## config.mk

```make
export PLATFORM = sky130hd
export DESIGN_NAME = ring_buffer_arbiter_flat
export DESIGN_NICKNAME = d
export VERILOG_FILES = /design/src/rtl/ring_buffer_arbiter_if.sv /design/src/rtl/ring_buffer_arbiter.sv /design/src/flat_wrapper.sv
export SDC_FILE = /design/constraint.sdc
export NUM_CORES = 1
export LEC_CHECK = 0
export CAP_MARGIN = 20
export CORE_UTILIZATION = 52
export CTS_BUF_LIST = sky130_fd_sc_hd__clkbuf_8 sky130_fd_sc_hd__clkbuf_16
export CTS_CLUSTER_SIZE = 14
export DETAILED_ROUTE_END_ITERATION = 10
export GPL_ROUTABILITY_DRIVEN = 0
export HOLD_SLACK_MARGIN = 0.08
export PLACE_DENSITY = 0.89
export SYNTH_ARGS = -nofsm -noshare
export SYNTH_HDL_FRONTEND = slang
export SYNTH_SLANG_ARGS = --single-unit
```

## constraint.sdc

```tcl
create_clock -name clk_i -period 4.6 [get_ports clk_i]
set_input_delay 0.46 -clock clk_i [delete_from_list [all_inputs] [get_ports clk_i]]
set_output_delay 0.46 -clock clk_i [all_outputs]
set_load 0.03 [all_outputs]
```

## src/rtl/ring_buffer_arbiter_if.sv

```systemverilog
// ring_buffer_arbiter_if: requester, ring_buffer and output signals of ring_buffer_arbiter
//   req_valid_i/req_data_i/req_ready_o  per-channel request handshake, channel i data at [i*WIDTH +: WIDTH]
//   rb_rst_o/rb_enable_o/rb_data_o/rb_data_i  connection to the shared ring_buffer
//   out_valid_o/out_chan_o/out_data_o  evicted word with its owning channel
//   flush_i/busy_o  present only when RB_ARB_FLUSH_EN is defined
interface ring_buffer_arbiter_if #(
  parameter int WIDTH = 8,
  parameter int N_REQ = 4
);
  localparam int CH_W = N_REQ > 1 ? $clog2(N_REQ) : 1;
  logic [N_REQ-1:0]       req_valid_i;
  logic [N_REQ*WIDTH-1:0] req_data_i;
  logic [N_REQ-1:0]       req_ready_o;
  logic                   rb_rst_o;
  logic                   rb_enable_o;
  logic [WIDTH-1:0]       rb_data_o;
  logic [WIDTH-1:0]       rb_data_i;
  logic                   out_valid_o;
  logic [CH_W-1:0]        out_chan_o;
  logic [WIDTH-1:0]       out_data_o;
`ifdef RB_ARB_FLUSH_EN
  logic                   flush_i;
  logic                   busy_o;
  modport slave (
    input  req_valid_i, req_data_i, rb_data_i, flush_i,
    output req_ready_o, rb_rst_o, rb_enable_o, rb_data_o, out_valid_o, out_chan_o, out_data_o, busy_o
  );
  modport master (
    output req_valid_i, req_data_i, rb_data_i, flush_i,
    input  req_ready_o, rb_rst_o, rb_enable_o, rb_data_o, out_valid_o, out_chan_o, out_data_o, busy_o
  );
`else
  modport slave (
    input  req_valid_i, req_data_i, rb_data_i,
    output req_ready_o, rb_rst_o, rb_enable_o, rb_data_o, out_valid_o, out_chan_o, out_data_o
  );
  modport master (
    output req_valid_i, req_data_i, rb_data_i,
    input  req_ready_o, rb_rst_o, rb_enable_o, rb_data_o, out_valid_o, out_chan_o, out_data_o
  );
`endif
endinterface

```

## src/rtl/ring_buffer_arbiter.sv

```systemverilog
// ring_buffer_arbiter: round-robin sharing of one ring_buffer delay line, with a tag ring naming each evicted word's channel
//   clk_i  clock; rst_ni  asynchronous active-low reset
//   bus    ring_buffer_arbiter_if.slave (requesters, ring_buffer connection, evicted-word output)
//   Optional flush state enabled by defining RB_ARB_FLUSH_EN (adds bus.flush_i / bus.busy_o)
module ring_buffer_arbiter #(
  parameter int WIDTH = 8,
  parameter int DEPTH = 8,
  parameter int N_REQ = 4
) (
  input  logic clk_i,
  input  logic rst_ni,
  ring_buffer_arbiter_if.slave bus
);
  localparam int CH_W = N_REQ > 1 ? $clog2(N_REQ) : 1;
  localparam int PW   = $clog2(DEPTH);
  logic [DEPTH-1:0]           tag_vld_q, tag_vld_d;
  logic [DEPTH-1:0][CH_W-1:0] tag_ch_q, tag_ch_d;
  logic [PW-1:0]              ptr_q, ptr_d;
  logic [CH_W-1:0]            prio_q, prio_d, out_chan_q, out_chan_d, gnt_ch, idx;
  logic [WIDTH-1:0]           out_data_q, out_data_d, wdata;
  logic [N_REQ-1:0]           gnt;
  logic                       rb_rst_q, out_valid_q, out_valid_d, gnt_any, en, flushing;
`ifdef RB_ARB_FLUSH_EN
  typedef enum logic {ARB, FLUSH} state_t;
  state_t        state_q, state_d;
  logic [PW-1:0] cnt_q, cnt_d;
  assign flushing   = state_q == FLUSH;
  assign bus.busy_o = flushing;
  always_comb begin
    state_d = flushing ? (cnt_q == PW'(DEPTH-1) ? ARB : FLUSH) : (bus.flush_i && |tag_vld_q ? FLUSH : ARB);
    cnt_d   = flushing ? cnt_q + 1'b1 : '0;
  end
`else
  assign flushing = 1'b0;
`endif
  // Rotating search from prio_q; rb_rst_q holds off grants so the buffer ptr and tag ptr leave reset together.
  always_comb begin
    gnt_any = 1'b0;
    gnt_ch  = '0;
    idx     = '0;
    for (int i = 0; i < N_REQ; i++) begin
      idx = CH_W'((32'(prio_q) + i) % N_REQ);
      if (!gnt_any && !rb_rst_q && !flushing && bus.req_valid_i[idx]) begin
        gnt_any = 1'b1;
        gnt_ch  = idx;
      end
    end
    gnt   = gnt_any ? N_REQ'(1) << gnt_ch : '0;
    wdata = gnt_any ? bus.req_data_i[gnt_ch*WIDTH +: WIDTH] : '0;
    en    = gnt_any | flushing;
  end
  // A flush enable writes an invalid tag, so flushed slots never produce output later.
  always_comb begin
    tag_vld_d   = tag_vld_q;
    tag_ch_d    = tag_ch_q;
    ptr_d       = ptr_q;
    out_valid_d = en && tag_vld_q[ptr_q];
    out_chan_d  = out_valid_d ? tag_ch_q[ptr_q] : out_chan_q;
    out_data_d  = out_valid_d ? bus.rb_data_i : out_data_q;
    prio_d      = gnt_any ? (gnt_ch == CH_W'(N_REQ-1) ? '0 : gnt_ch + 1'b1) : prio_q;
    if (en) begin
      tag_vld_d[ptr_q] = gnt_any;
      tag_ch_d[ptr_q]  = gnt_ch;
      ptr_d            = ptr_q == PW'(DEPTH-1) ? '0 : ptr_q + 1'b1;
    end
  end
  always_ff @(posedge clk_i or negedge rst_ni) begin
    if (!rst_ni) begin
      rb_rst_q    <= 1'b1;
      tag_vld_q   <= '0;
      tag_ch_q    <= '0;
      ptr_q       <= '0;
      prio_q      <= '0;
      out_valid_q <= 1'b0;
      out_chan_q  <= '0;
      out_data_q  <= '0;
`ifdef RB_ARB_FLUSH_EN
      state_q     <= ARB;
      cnt_q       <= '0;
`endif
    end else begin
      rb_rst_q    <= 1'b0;
      tag_vld_q   <= tag_vld_d;
      tag_ch_q    <= tag_ch_d;
      ptr_q       <= ptr_d;
      prio_q      <= prio_d;
      out_valid_q <= out_valid_d;
      out_chan_q  <= out_chan_d;
      out_data_q  <= out_data_d;
`ifdef RB_ARB_FLUSH_EN
      state_q     <= state_d;
      cnt_q       <= cnt_d;
`endif
    end
  end
  assign bus.req_ready_o = gnt;
  assign bus.rb_rst_o    = rb_rst_q;
  assign bus.rb_enable_o = en;
  assign bus.rb_data_o   = wdata;
  assign bus.out_valid_o = out_valid_q;
  assign bus.out_chan_o  = out_chan_q;
  assign bus.out_data_o  = out_data_q;
endmodule

```

## src/flat_wrapper.sv

```systemverilog
// flat-port wrapper written by rule: the top's interface ports become plain ports
module ring_buffer_arbiter_flat 
#(
  parameter int WIDTH = 8,
  parameter int DEPTH = 8,
  parameter int N_REQ = 4
)
  (clk_i, rst_ni, bus_req_valid_i, bus_req_data_i, bus_rb_data_i, bus_req_ready_o, bus_rb_rst_o, bus_rb_enable_o, bus_rb_data_o, bus_out_valid_o, bus_out_chan_o, bus_out_data_o);
  ring_buffer_arbiter_if #(.WIDTH(WIDTH), .N_REQ(N_REQ)) bus_i ();
  input  logic clk_i;
  input  logic rst_ni;
  input wire logic [$bits(bus_i.req_valid_i)-1:0] bus_req_valid_i;
  input wire logic [$bits(bus_i.req_data_i)-1:0] bus_req_data_i;
  input wire logic [$bits(bus_i.rb_data_i)-1:0] bus_rb_data_i;
  output wire logic [$bits(bus_i.req_ready_o)-1:0] bus_req_ready_o;
  output wire logic [$bits(bus_i.rb_rst_o)-1:0] bus_rb_rst_o;
  output wire logic [$bits(bus_i.rb_enable_o)-1:0] bus_rb_enable_o;
  output wire logic [$bits(bus_i.rb_data_o)-1:0] bus_rb_data_o;
  output wire logic [$bits(bus_i.out_valid_o)-1:0] bus_out_valid_o;
  output wire logic [$bits(bus_i.out_chan_o)-1:0] bus_out_chan_o;
  output wire logic [$bits(bus_i.out_data_o)-1:0] bus_out_data_o;
  assign bus_i.req_valid_i = bus_req_valid_i;
  assign bus_i.req_data_i = bus_req_data_i;
  assign bus_i.rb_data_i = bus_rb_data_i;
  assign bus_req_ready_o = bus_i.req_ready_o;
  assign bus_rb_rst_o = bus_i.rb_rst_o;
  assign bus_rb_enable_o = bus_i.rb_enable_o;
  assign bus_rb_data_o = bus_i.rb_data_o;
  assign bus_out_valid_o = bus_i.out_valid_o;
  assign bus_out_chan_o = bus_i.out_chan_o;
  assign bus_out_data_o = bus_i.out_data_o;
  ring_buffer_arbiter #(.WIDTH(WIDTH), .DEPTH(DEPTH), .N_REQ(N_REQ)) u_core (.clk_i(clk_i), .rst_ni(rst_ni), .bus(bus_i));
endmodule
```

Word-level counts from Yosys, hierarchy flattened. Cells that the tools add are included.

Register bits: 41. Bits in latches: 0. RAM bits: 0. ROM bits: 0. Input bits: 46. Memories kept: 0.

Add/subtract/negate cells: 5. Multiply operators: 0. Div/mod/pow operators: 0. $lt $le $gt $ge: 6. Equality and inequality tests: 2. Shift operators: 2. Mux-type cells: 30. Bitwise logic cells: 0. Reduce and logical (&&, ||, !) cells: 13.

Operators by type and width (count): variable part select 32 x 6 -> 8 bit (1); bitwise mux 16 bit (1); 2-to-1 mux 2 bit (7); < comparator 2 x 3 -> 1 bit (second input constant) (4); 2-to-1 mux 1 bit (10); logical AND 1 bit (9); binary-select mux 1 bit (select 2 bit) (4); bitwise mux 8 bit (1); 2-to-1 mux 8 bit (1); binary-select mux 2 bit (select 3 bit) (1); demux 2 bit (select 3 bit) (1); adder 2 x 1 -> 2 bit (second input constant) (2); adder 2 bit (second input constant) (2); logical NOT 1 bit (4); < comparator 3 x 4 -> 1 bit (second input constant) (1); 2-to-1 mux 4 bit (1); left shift 1 x 2 -> 4 bit (first input constant) (1); adder 3 x 1 -> 3 bit (second input constant) (1); binary-select mux 1 bit (select 3 bit) (1); demux 1 bit (select 3 bit) (1); equality test 3 bit (second input constant) (1); >= comparator 3 x 1 -> 1 bit (second input constant) (1); 2-to-1 mux 3 bit (1); equality test 2 bit (second input constant) (1).

Depth between registers and ports, before layout.
Depth in word-level cells: 18. Depth in mapped cells: 10. Depth with buffers taken out: 9.

Worst setup path after synthesis. Ideal clock, no wire load.

Path type: reg2out. Start: register u_core.prio_q[0]. End: output port bus_rb_data_o[0]. Data arrival time: 2.384 ns. Required time: 4.140 ns. Path slack: 1.756 ns. Stages on the path, launching flop included: 10. Cells stage by stage: dfrtp_1 -> buf_2 -> mux2_2 -> o2bb2ai_1 -> or3b_1 -> a2bb2oi_2 -> buf_6 -> buf_12 -> mux2i_1 -> o22ai_1.

Cells in the longest elaborated chain, start to end: 18.

Ends and longest elaborated chain: start, declared (line ring_buffer_arbiter.sv:19) `logic [CH_W-1:0] prio_q, prio_d, out_chan_q, out_chan_d, gnt_ch, idx;`; start signal, assigned (line ring_buffer_arbiter.sv:86) `prio_q <= prio_d;`; binary-select mux 1 bit (select 2 bit) (line ring_buffer_arbiter.sv:43) `if (!gnt_any && !rb_rst_q && !flushing && bus.req_valid_i[idx]) begin`; 2-to-1 mux 1 bit (implied by the code) (line ring_buffer_arbiter.sv:43); logical AND 1 bit (line ring_buffer_arbiter.sv:43); 2-to-1 mux 1 bit (line ring_buffer_arbiter.sv:43); logical NOT 1 bit (line ring_buffer_arbiter.sv:43); logical AND 1 bit (2 in series) (line ring_buffer_arbiter.sv:43); 2-to-1 mux 1 bit (line ring_buffer_arbiter.sv:43); logical NOT 1 bit (line ring_buffer_arbiter.sv:43); logical AND 1 bit (2 in series) (line ring_buffer_arbiter.sv:43); 2-to-1 mux 1 bit (line ring_buffer_arbiter.sv:43); logical NOT 1 bit (line ring_buffer_arbiter.sv:43); logical AND 1 bit (2 in series) (line ring_buffer_arbiter.sv:43); 2-to-1 mux 2 bit (line ring_buffer_arbiter.sv:43); variable part select 32 x 6 -> 8 bit (line ring_buffer_arbiter.sv:49) `wdata = gnt_any ? bus.req_data_i[gnt_ch*WIDTH +: WIDTH] : '0;`; 2-to-1 mux 8 bit * (line ring_buffer_arbiter.sv:49); end, declared (line flat_wrapper.sv:18) `output wire logic [$bits(bus_i.rb_data_o)-1:0] bus_rb_data_o;`.

Every way passes the cells marked *; elsewhere a longest branch is shown, timed or not. The select of a mux whose other input is x is not followed.

Worst setup path in the final report.
Start: input port bus_req_valid_i[2]. End: output port bus_req_ready_o[3].

Cells in the longest elaborated chain, start to end: 18.

Ends and longest elaborated chain: start, declared (line flat_wrapper.sv:12) `input wire logic [$bits(bus_i.req_valid_i)-1:0] bus_req_valid_i;`; binary-select mux 1 bit (select 2 bit) (line ring_buffer_arbiter.sv:43); 2-to-1 mux 1 bit (implied by the code) (line ring_buffer_arbiter.sv:43); logical AND 1 bit (line ring_buffer_arbiter.sv:43); 2-to-1 mux 1 bit (line ring_buffer_arbiter.sv:43); logical NOT 1 bit (line ring_buffer_arbiter.sv:43); logical AND 1 bit (2 in series) (line ring_buffer_arbiter.sv:43); 2-to-1 mux 1 bit (line ring_buffer_arbiter.sv:43); logical NOT 1 bit (line ring_buffer_arbiter.sv:43); logical AND 1 bit (2 in series) (line ring_buffer_arbiter.sv:43); 2-to-1 mux 1 bit (line ring_buffer_arbiter.sv:43); logical NOT 1 bit (line ring_buffer_arbiter.sv:43); logical AND 1 bit (2 in series) (line ring_buffer_arbiter.sv:43); 2-to-1 mux 2 bit (line ring_buffer_arbiter.sv:43); left shift 1 x 2 -> 4 bit (line ring_buffer_arbiter.sv:48) `gnt = gnt_any ? N_REQ'(1) << gnt_ch : '0;`; 2-to-1 mux 4 bit * (line ring_buffer_arbiter.sv:48); end, declared (line flat_wrapper.sv:15) `output wire logic [$bits(bus_i.req_ready_o)-1:0] bus_req_ready_o;`.

Marks and branches as above.

==> results.sh <==
export IMPL_yosysTopAreaCellShare_pct=40.5
export IMPL_drcViolationCount=6
export IMPL_worstPathCellList="clkdlybuf4s50_1, mux2i_1, o22ai_1, o21ai_0, a211oi_1, or2_2, inv_1, ha_1, and2_1, clkdlybuf4s50_1"
export IMPL_intPower_uw=1530
export IMPL_grt_max_degree=42
export IMPL_first_pass_iters=7
export IMPL_drtIter0Drc=96
export IMPL_p_switching_uw=1140
export IMPL_rows=24
export IMPL_cp_required_ps=4140
export IMPL_hp_class="in -> async"
export IMPL_final_setup_tns_ps=0
export IMPL_seqPwrFrac_pct=26.2
export IMPL_io_buffers=70
export IMPL_final_setup_viol_count=0
export IMPL_max_stage_delay_ps=590
export IMPL_tightest_slew_ps=890
export IMPL_violations="DRC"
export IMPL_post_synth_top_count_cell="dfrtp_1"
export IMPL_end_kind="output pin"
export IMPL_antenna_found_initial=0
export IMPL_power_density_mw_per_mm2=821
export IMPL_p_leak_uw=0.00137
export IMPL_rsz0062_at_grt="no"
export IMPL_reg2reg_depth=9
export IMPL_netlist_area_mm2=0.00247
export IMPL_die_w_um=71.0
export IMPL_cts_sinks=41
export IMPL_max_slew_margin_rel_pct=40.7
export IMPL_synth_main_ff_cell="dfrtp_1"
export IMPL_cts_buffers=5
export IMPL_critPathArrivalTime_ps=3500
export IMPL_routed_wl_mm=5.39
export IMPL_max_freq_mhz=252
export IMPL_synthCells=210
export IMPL_r2r_slack_ps=1750
export IMPL_vias_per_cell=5.77
export IMPL_final_hold_violation_count=0
export IMPL_h_tree_depth=2
export IMPL_synth_edf_count=0
export IMPL_grt_pass1_wl_mm=9.09
export IMPL_cp_start_kind="input port"
export IMPL_cts_tree="built"
export IMPL_final_seq_area_mm2=0.00103
export IMPL_path_class="in -> out"
export IMPL_ys_top_cells_by_area="dfrtp_1 (40%), mux2i_1 (9.7%), mux2_4 (6.7%), mux2_2 (6.4%), mux4_2 (3.6%)"
export IMPL_post_cts_setup_buffers=0
export IMPL_io_pins=71
export IMPL_yosysWarnings=0
export IMPL_ir_drop_mv=0.430
export IMPL_period_needed_ps=3960
export IMPL_multi_input_area_mm2=0.00131
export IMPL_finalCritPeriodShare_pct=86.1
export IMPL_root_buffer="clkbuf_8"
export IMPL_clock_path_buffers=2
export IMPL_postSynthNetCount=259
export IMPL_dp_hpwl_mm=3.92
export IMPL_yosys_top_cells_count="dfrtp_1 (40), mux2i_1 (24), mux2_2 (14)"
export IMPL_dieHeight_um=71.0
export IMPL_slew_viol_final=0
export IMPL_wire_per_inst_um=16.4
export IMPL_fill_cells=330
export IMPL_synth_seq_area_share_pct=41.5
export IMPL_cpMaxStageDelayCell="clkdlybuf4s50_1"
export IMPL_start_util_pct=55.3
export IMPL_grt_pass1_vias=1924
export IMPL_power_uw=2670
export IMPL_cpMostUsedCell="clkdlybuf4s50_1"
export IMPL_finClkSkew_ps=4.51
export IMPL_core_area_mm2=0.00447
export IMPL_vias=1892
export IMPL_rr_endpoint="u_core.prio_q[1]$_DFFE_PN0P_"
export IMPL_cts_resized_gates=0
export IMPL_insertion_delay_ps=290
export IMPL_drive_above_1_share_pct=21.0
export IMPL_pwr_share_clk_pct=10.9
export IMPL_syn_area_per_cell_um2=11.8
export IMPL_r2r_start="u_core.prio_q[0]$_DFFE_PN0P_"
export IMPL_clk_pin_slew_ps=70
export IMPL_ant_nets=0
export IMPL_ys_ff_latch=41
export IMPL_yosysTopAreaCell="dfrtp_1"
export IMPL_crit_fanout=11
export IMPL_area_delta_synth_final_pct=31.2
export IMPL_async_flop_share_pct=100
export IMPL_synthDistinctLibCells=53
export IMPL_layout_nets=324
export IMPL_hold_buffers=0
export IMPL_crit_buf_inv=3
export IMPL_maxCapViolCount=0
export IMPL_dieArea_mm2=0.00504
export IMPL_worstSetupStartpoint="bus_req_valid_i[2]"
export IMPL_netSwitchingFraction_pct=42.8
export IMPL_grt_overflow_total=0
export IMPL_status="finished, violations left"
export IMPL_grt_use_total_pct=22.7
export IMPL_critPathTopFamily="buffers and inverters"
export IMPL_p_comb_share_pct=62.9
export IMPL_diodes=0
[kinds of logic after synthesis]
logic type                 Yosys count  share of synthesized area, %
adders and majority gates            3                          1.52
DFF                                 41                          41.5
buffers and inverters               20                          5.61
other                                1                         0.152
AOI/OAI and AO/OA                   38                          11.0
and+or+nand+nor                     54                          13.8
muxes                               53                          26.4
[power groups by stage]
| stage | combinational (µW) | sequential (µW) | clock, µW |
|---|---|---|---|
| 2_1_floorplan | 1260 | 702 | 0 |
| 3_3_place_gp | 1640 | 690 | 0 |
| 3_5_place_dp | 1670 | 700 | 0 |
| 4_1_cts | 1680 | 696 | 298 |
| 5_1_grt | 1780 | 721 | 315 |
| 6_report | 1680 | 699 | 290 |
[registers in the layout, indices dropped and copies added (netlist names)]
register                count
u_core.bus.out_data_o       8
u_core.bus.out_chan_o       2
u_core.ptr_q                3
u_core.bus.out_valid_o      1
u_core.tag_ch_q            16
u_core.tag_vld_q            8
u_core.prio_q               2
u_core.bus.rb_rst_o         1
[worst register-to-register path: cells and delay by family (launching register included)]
family / cells / cell delay, ps
AOI/OAI and AO/OA: 4 / 930
adders and majority gates: 1 / 320
DFF: 1 / 520
and+or+nand+nor: 3 / 790
buffers and inverters: 1 / 190
[per-layer routing]
layer | track usage, % | routed length [µm] | part of all wire (%)
met1 | 29.4 | 2350 | 44
met3 | 4.99 | 250 | 4.6
met4 | 6.44 | 77 | 1.4
met5 | 0 | 0 | 0
met2 | 38.8 | 2710 | 50
[area by class of cell]
cell class	count	share of cell area [%]
tap	52	2.00
sequential	41	31.7
multi-input combinational	149	40.3
clock inverter	2	1.04
timing repair buffer	71	21.7
inverter	7	0.810
clock buffer	6	2.54
[metrics by stage]
| stage | worst slack, ps | area (µm²) | std cells | hold WS [ps] | utilization, % |
|---|---|---|---|---|---|
| after detailed placement | 684 | 3130 | 320 | 451 | 69.9 |
| after global routing | 429 | 3250 | 328 | 365 | 72.5 |
| after floorplan | 1760 | 2470 | 210 | 164 | - |
| after global placement | 728 | 3130 | 320 | 447 | 69.9 |
| after CTS | 665 | 3250 | 328 | 308 | 72.5 |
| final | 637 | 3250 | 328 | 295 | 72.5 |
[placed cells by master, fill, tap and decap left out, drive strengths merged, types with 6 or more instances in the layout]
cell | Yosys | final
dfrtp | 40 | 40
inv | 7 | 8
o22ai | 11 | 11
or2 | 9 | 9
o21ai | 9 | 9
clkdlybuf4s50 | 0 | 69
nor2 | 10 | 10
nand2 | 8 | 8
clkbuf | 1 | 6
mux2 | 25 | 25
mux2i | 24 | 24
[worst max path at each step]
stage | end | slack, ps | cells after the start
detailed placement | bus_req_ready_o[3] | 680 | 10
global placement | bus_req_ready_o[3] | 730 | 10
global route | bus_req_ready_o[3] | 430 | 10
floorplan | bus_rb_data_o[0] | 1760 | 9
finish | bus_req_ready_o[3] | 640 | 10
CTS | bus_req_ready_o[3] | 670 | 10
Power figures use the tool's default switching activity.
